**config.mk**
```make
export PLATFORM = sky130hd
export DESIGN_NAME = draw_spixel_rect
export DESIGN_NICKNAME = d
export VERILOG_FILES = /design/src/rtl/draw_spixel_rect.sv
export SDC_FILE = /design/constraint.sdc
export NUM_CORES = 1
export LEC_CHECK = 0
export BUFFER_PORTS_ARGS = -buffer_cell sky130_fd_sc_hd__buf_2
export CORE_MARGIN = 3
export CORE_UTILIZATION = 25
export CTS_BUF_LIST = sky130_fd_sc_hd__clkbuf_8 sky130_fd_sc_hd__clkbuf_16
export CTS_CLUSTER_SIZE = 12
export DETAILED_ROUTE_END_ITERATION = 10
export GPL_ROUTABILITY_DRIVEN = 0
export SYNTH_ARGS = -nofsm -noshare
export SYNTH_HDL_FRONTEND = slang
export SYNTH_SLANG_ARGS = --single-unit
```
**constraint.sdc**
```tcl
create_clock -name clk -period 16.73 [get_ports clk]
set_input_delay 3.346 -clock clk [delete_from_list [all_inputs] [get_ports clk]]
set_output_delay 3.346 -clock clk [all_outputs]
set_load 0.01 [all_outputs]
```
**src/rtl/draw_spixel_rect.sv**
```systemverilog
// Superpixel rectangle rasteriser: scans a filled or outlined rectangle of
// SPIXEL_SIZE-square superpixels into a linear VGA frame-buffer write stream.
module draw_spixel_rect #(
  parameter int SPIXEL_X_WIDTH = 6,
  parameter int SPIXEL_Y_WIDTH = 6,
  parameter int SPIXEL_X_MAX   = 63,
  parameter int SPIXEL_Y_MAX   = 47,
  parameter int SPIXEL_SIZE    = 10,
  parameter int PIXEL_X_WIDTH  = 10,
  parameter int PIXEL_Y_WIDTH  = 9,
  parameter int H_PIXELS       = 640,
  parameter int VGA_ADDR_WIDTH = 19,
  parameter int COLOR_ID_WIDTH = 8
) (
  input  logic                      clk,
  input  logic                      rst_n,
  input  logic [SPIXEL_X_WIDTH-1:0] x0,
  input  logic [SPIXEL_Y_WIDTH-1:0] y0,
  input  logic [SPIXEL_X_WIDTH-1:0] x1,
  input  logic [SPIXEL_Y_WIDTH-1:0] y1,
  input  logic [COLOR_ID_WIDTH-1:0] idata,
  input  logic                      imode,
  input  logic                      idata_vld,
  input  logic                      istall,
  output logic                      obusy,
  output logic                      odone,
  output logic [VGA_ADDR_WIDTH-1:0] oaddr,
  output logic [COLOR_ID_WIDTH-1:0] odata,
  output logic                      owren
);

  localparam int SXW = SPIXEL_X_WIDTH;
  localparam int SYW = SPIXEL_Y_WIDTH;
  localparam int PXW = PIXEL_X_WIDTH;
  localparam int PYW = PIXEL_Y_WIDTH;
  localparam int VAW = VGA_ADDR_WIDTH;

  localparam logic [PXW-1:0] SIZE_X  = PXW'(SPIXEL_SIZE);
  localparam logic [PYW-1:0] SIZE_Y  = PYW'(SPIXEL_SIZE);
  localparam logic [PYW:0]   SIZE_YE = (PYW+1)'(SPIXEL_SIZE);
  localparam logic [VAW-1:0] STRIDE  = VAW'(H_PIXELS);

  typedef enum logic [1:0] {IDLE, SETUP, DRAW, DONE} state_t;

  state_t                state;
  logic [SXW-1:0]        rx0, rx1;
  logic [SYW-1:0]        ry0, ry1;
  logic [COLOR_ID_WIDTH-1:0] rcolor;
  logic                  rmode;
  logic [PXW-1:0]        tlx, brx, px;
  logic [PYW-1:0]        tly, bry, py;
  logic [VAW-1:0]        row_base;

  logic [SXW-1:0]        cx0, cx1, xmin, xmax;
  logic [SYW-1:0]        cy0, cy1, ymin, ymax;
  logic [PXW-1:0]        s_tlx, s_brx;
  logic [PYW-1:0]        s_tly, s_bry;
  logic [VAW-1:0]        s_row;

  logic [PXW-1:0]        nx, jump_x, land_x;
  logic [PYW-1:0]        ny;
  logic [VAW-1:0]        nrow;
  logic                  last, inner_row;

  always_comb begin
    cx0   = (rx0 > SXW'(SPIXEL_X_MAX)) ? SXW'(SPIXEL_X_MAX) : rx0;
    cx1   = (rx1 > SXW'(SPIXEL_X_MAX)) ? SXW'(SPIXEL_X_MAX) : rx1;
    cy0   = (ry0 > SYW'(SPIXEL_Y_MAX)) ? SYW'(SPIXEL_Y_MAX) : ry0;
    cy1   = (ry1 > SYW'(SPIXEL_Y_MAX)) ? SYW'(SPIXEL_Y_MAX) : ry1;
    xmin  = (cx0 <= cx1) ? cx0 : cx1;
    xmax  = (cx0 <= cx1) ? cx1 : cx0;
    ymin  = (cy0 <= cy1) ? cy0 : cy1;
    ymax  = (cy0 <= cy1) ? cy1 : cy0;
    s_tlx = PXW'(xmin) * SIZE_X;
    s_tly = PYW'(ymin) * SIZE_Y;
    s_brx = (PXW'(xmax) + PXW'(1)) * SIZE_X - PXW'(1);
    s_bry = (PYW'(ymax) + PYW'(1)) * SIZE_Y - PYW'(1);
    s_row = VAW'(s_tly) * STRIDE;
  end

  // Outline rows strictly between the top and bottom superpixel rows skip the
  // interior by jumping from the left border's last column to the right border.
  always_comb begin
    jump_x    = tlx + SIZE_X - PXW'(1);
    land_x    = brx - SIZE_X + PXW'(1);
    inner_row = rmode && ({1'b0, py} >= ({1'b0, tly} + SIZE_YE))
                      && (({1'b0, py} + SIZE_YE) <= {1'b0, bry});
    last      = (px == brx) && (py == bry);
    nx        = px + PXW'(1);
    ny        = py;
    nrow      = row_base;
    if (px == brx) begin
      nx   = tlx;
      ny   = py + PYW'(1);
      nrow = row_base + STRIDE;
    end else if (inner_row && (px == jump_x)) begin
      nx = land_x;
    end
  end

  always_ff @(posedge clk or negedge rst_n) begin
    if (!rst_n) begin
      state    <= IDLE;
      rx0      <= '0;
      rx1      <= '0;
      ry0      <= '0;
      ry1      <= '0;
      rcolor   <= '0;
      rmode    <= 1'b0;
      tlx      <= '0;
      tly      <= '0;
      brx      <= '0;
      bry      <= '0;
      px       <= '0;
      py       <= '0;
      row_base <= '0;
      obusy    <= 1'b0;
      odone    <= 1'b0;
      oaddr    <= '0;
      odata    <= '0;
      owren    <= 1'b0;
    end else begin
      case (state)
        IDLE: begin
          if (idata_vld) begin
            rx0    <= x0;
            ry0    <= y0;
            rx1    <= x1;
            ry1    <= y1;
            rcolor <= idata;
            rmode  <= imode;
            obusy  <= 1'b1;
            state  <= SETUP;
          end
        end
        SETUP: begin
          tlx      <= s_tlx;
          tly      <= s_tly;
          brx      <= s_brx;
          bry      <= s_bry;
          px       <= s_tlx;
          py       <= s_tly;
          row_base <= s_row;
          oaddr    <= s_row + VAW'(s_tlx);
          odata    <= rcolor;
          owren    <= 1'b1;
          state    <= DRAW;
        end
        DRAW: begin
          if (!istall) begin
            if (last) begin
              owren <= 1'b0;
              oaddr <= '0;
              odata <= '0;
              odone <= 1'b1;
              state <= DONE;
            end else begin
              px       <= nx;
              py       <= ny;
              row_base <= nrow;
              oaddr    <= nrow + VAW'(nx);
            end
          end
        end
        DONE: begin
          odone <= 1'b0;
          obusy <= 1'b0;
          state <= IDLE;
        end
        default: state <= IDLE;
      endcase
    end
  end

endmodule

```
==> results.txt <==
----------------------------------------------------
[Outcome]
  Outcome ... completed

[Layout]
  Share of cells above drive strength 1 ... 0.145
  Number of nets in the final layout ... 1300
  Number of inserted diodes ... 0
  Synthesis-to-layout area growth ... 14.3%

[Synth]
  Most common flop cell mapped by yosys ... dfrtp_1
  Dominant cell by count in the synthesized netlist ... dfrtp_1
  Share of flip-flops with an asynchronous set or reset ... 1.00
  Average size of a mapped cell ... 9.06 sq um
  Synth warnings ... 0
  Leading cell types by count after synthesis ... 131 x dfrtp_1, 94 x ha_1, 86 x a21oi_1, 86 x nor2_1, 83 x nand2_1
  Cells after Synth ... 1124
  Count of flip-flops with a built-in enable after synthesis ... 0
  Post-synthesis sequential area ratio ... 0.322
  Mapped cell area ... around 10000 sq um
  Register bit count reported by yosys ... 131
  Fraction of post-synthesis cell area in the top cell type by area ... 0.322
  Cell types with the largest area share after synthesis ... dfrtp_1 32%, ha_1 12%, xnor2_1 5.5%
  Number of nets produced by synthesis ... 1261
  Number of distinct library cells after synthesis ... 77
  Library cell occupying the most area in the post-synthesis netlist ... dfrtp_1

[Floorplan]
  Die area ... roughly 43000 sq um
  Die Y ... 208 microns
  Die width ... 208 microns
  Total core area ... 40000 sq um
  Effective utilization at floorplan ... 0.255
  I/O pins ... 67
  Row Count ... 73

[Critical path]
  Family with the most delay on the worst path ... compound AO/OA/AOI/OAI gates
  Highest cell delay on the worst timing path ... about 850 ps
  Worst Path Required ... 17040 ps
  Critical path type ... reg2reg
  R2r endpoint ... oaddr[18]
  Startpoint class of the critical path ... flip-flop
  Depth of the worst register-to-register path ... 25
  Most Frequent Cell on Critical Path ... ha_1
  Reg2reg start ... ry0[5]
  Register-to-Register Setup Slack ... 9000 ps
  Cell with the largest stage delay on the worst path ... o21ai_1
  Worst path buffer plus inverter count ... 3
  Worst Path Max Fanout ... 16
  WP data arrival ... 8040 ps
  Endpoint type of the worst setup path ... flip-flop

[Clocking]
  Clock buffers created by TritonCTS ... 17
  Number of gates given a new drive strength after cts ... 0
  CTS Hold Buffers Added ... 0
  Library cell used as clock root buffer ... clkbuf_16
  Clk sinks ... 131
  CTS tree ... yes
  Number of buffers added for setup after CTS ... 0
  Worst-Skew Late Latency ... 420 ps
  Max Root-Sink Buffers ... 2
  Clock transition time at the flip-flop clock pins of the worst setup and hold paths ... 60 ps
  H-tree Lvls ... 4

[Global routing]
  Total overflow reported by the global router ... 0
  Vias in the first global route ... 8664
  Wire length of the first global-routing pass ... 46600 microns
  Antenna violations before repair ... 0
  Global routing usage summed across all routing layers ... 0.130
  Largest net degree at the start of global routing ... 70

[Route]
  Drc violations ... 0
  Routed vias/inst ... 5.08
  DRC violation total after the first TritonRoute iteration ... 612
  Number of search-and-repair iterations in the first detailed-routing pass ... 5
  Routed WL per cell ... 16.6 microns
  Vias ... 8648
  Remaining number of nets flagged by the antenna check after routing ... 0
  Sum of routed wire length over all layers ... 28200 microns

[Min path]
  Cell depth of the worst hold path ... 2
  Worst hold endpoint ... oaddr[7]
  Startpoint of the tightest hold check path ... oaddr[7]
  Classification of the worst-slack hold path ... reg2reg

[STA]
  Setup repair after global routing missed its margin ... false
  Hold WS ... 490 ps
  Final number of setup-violating endpoints ... 0
  Slew Limit Fails ... 0
  Hold Fails Final Rpt ... 0
  Slew at the pin with the worst max-slew slack ... 1210 ps
  Max_slew headroom ... 0.193
  Highest Clock Rate ... between 100 and 150 MHz
  Final critical-path share of the clock period ... 0.462
  Final clock skew ... 10.4 ps
  Minimum period implied by the final worst setup slack ... between 7000 and 8000 ps
  Setup TNS ... 0 ps

[Placement]
  IO buf count ... 66
  Half-perimeter wire length of the detailed placement result ... around 21000 microns

[Job]
  Max-cap violation count ... 0

----------------------------------------------------
placed cells by master (no fill, tap or decap), drive strengths merged, types with 8 or more instances in the layout:
master | synthesis | routed
dfrtp | 131 | 131
ha | 94 | 94
a21oi | 88 | 88
nor2 | 86 | 86
nand2 | 83 | 83
buf | 11 | 76
xnor2 | 65 | 65
o21ai | 65 | 65
inv | 60 | 64
mux2 | 49 | 49
xor2 | 47 | 47
nand3 | 34 | 34
nor3 | 23 | 23
a21o | 20 | 20
clkbuf | 45 | 19
mux2i | 17 | 17
nor4 | 14 | 14
nand4 | 13 | 13
and3 | 10 | 10
a31oi | 10 | 10
nor2b | 9 | 9
a211oi | 9 | 9
a22o | 8 | 8
worst max path at each step:
| stage | end | slack [ps] | cells past startpoint | startpoint |
|---|---|---|---|---|
| after floorplan | oaddr[18] | 10480 | 28 | ry0[5] |
| after global placement | oaddr[18] | 9210 | 25 | ry0[5] |
| after detailed placement | oaddr[18] | 9070 | 25 | ry0[5] |
| after CTS | oaddr[18] | 9050 | 25 | ry0[5] |
| after global routing | oaddr[16] | 8360 | 26 | ry0[5] |
| final | oaddr[18] | 9000 | 25 | ry0[5] |
layer usage:
metal	up-vias	part of all wire	GRT usage
li1	4142	-	-
met1	4188	0.45	0.169
met2	279	0.49	0.222
met3	39	0.043	0.0186
met4	0	0.022	0.0465
met5	-	0	0
per-stage QoR:
step	setup slack [ps]	std cells	utilization	instance area (sq um)
2_1_floorplan	10480	1124	-	10200
3_3_place_gp	9210	1669	0.276	11000
3_5_place_dp	9070	1669	0.276	11000
4_1_cts	9050	1701	0.291	11600
5_1_grt	8360	1701	0.291	11600
6_report	9000	1701	0.291	11600
registers in the layout (all words and copies together) (netlist names), 2 cells and up:
register,flops
py,9
oaddr,19
bry,8
row_base,12
brx,10
odata,8
tly,8
state,2
rcolor,8
ry1,6
rx0,6
rx1,6
px,10
tlx,9
ry0,6
worst reg2reg max path: stages, from the launching register on:
cell      delay, ps
dfrtp_1         500
a21oi_1         490
inv_1           240
ha_1            260
maj3_1          410
a221o_1         440
o21ai_1         850
a21oi_1         380
ha_1            330
ha_1            200
fa_1            420
a21o_1          180
a21o_1          220
nand2_1         100
nor3_1           60
nor4_1          520
nand2_1         280
inv_1           120
ha_1            230
ha_1            290
inv_1            60
xnor2_1         290
and3b_1         250
nand4_1         100
a211oi_1         60
o32a_1          340
logic make-up after synthesis:
kind of cell               Yosys count  share of synthesized area
and+or+nand+nor                    304                      0.142
AOI/OAI and AO/OA                  291                      0.191
DFF                                131                      0.322
buffers and inverters              116                     0.0443
xor gates and xnor gates           114                      0.102
adders and majority gates          101                      0.128
muxes                               66                     0.0709
other                                1                   0.000368
layout make-up:
| class | count | area (sq um) |
|---|---|---|
| clock inverter | 13 | 144 |
| timing repair buffer | 76 | 412 |
| fill | 4257 | 28400 |
| sequential | 131 | 3280 |
| inverter | 60 | 225 |
| clock buffer | 19 | 453 |
| tap | 525 | 657 |
| multi-input combinational | 877 | 6470 |
Power is not shown: default switching activity piles up to over one toggle a cycle in this logic, so the estimate is an artifact.
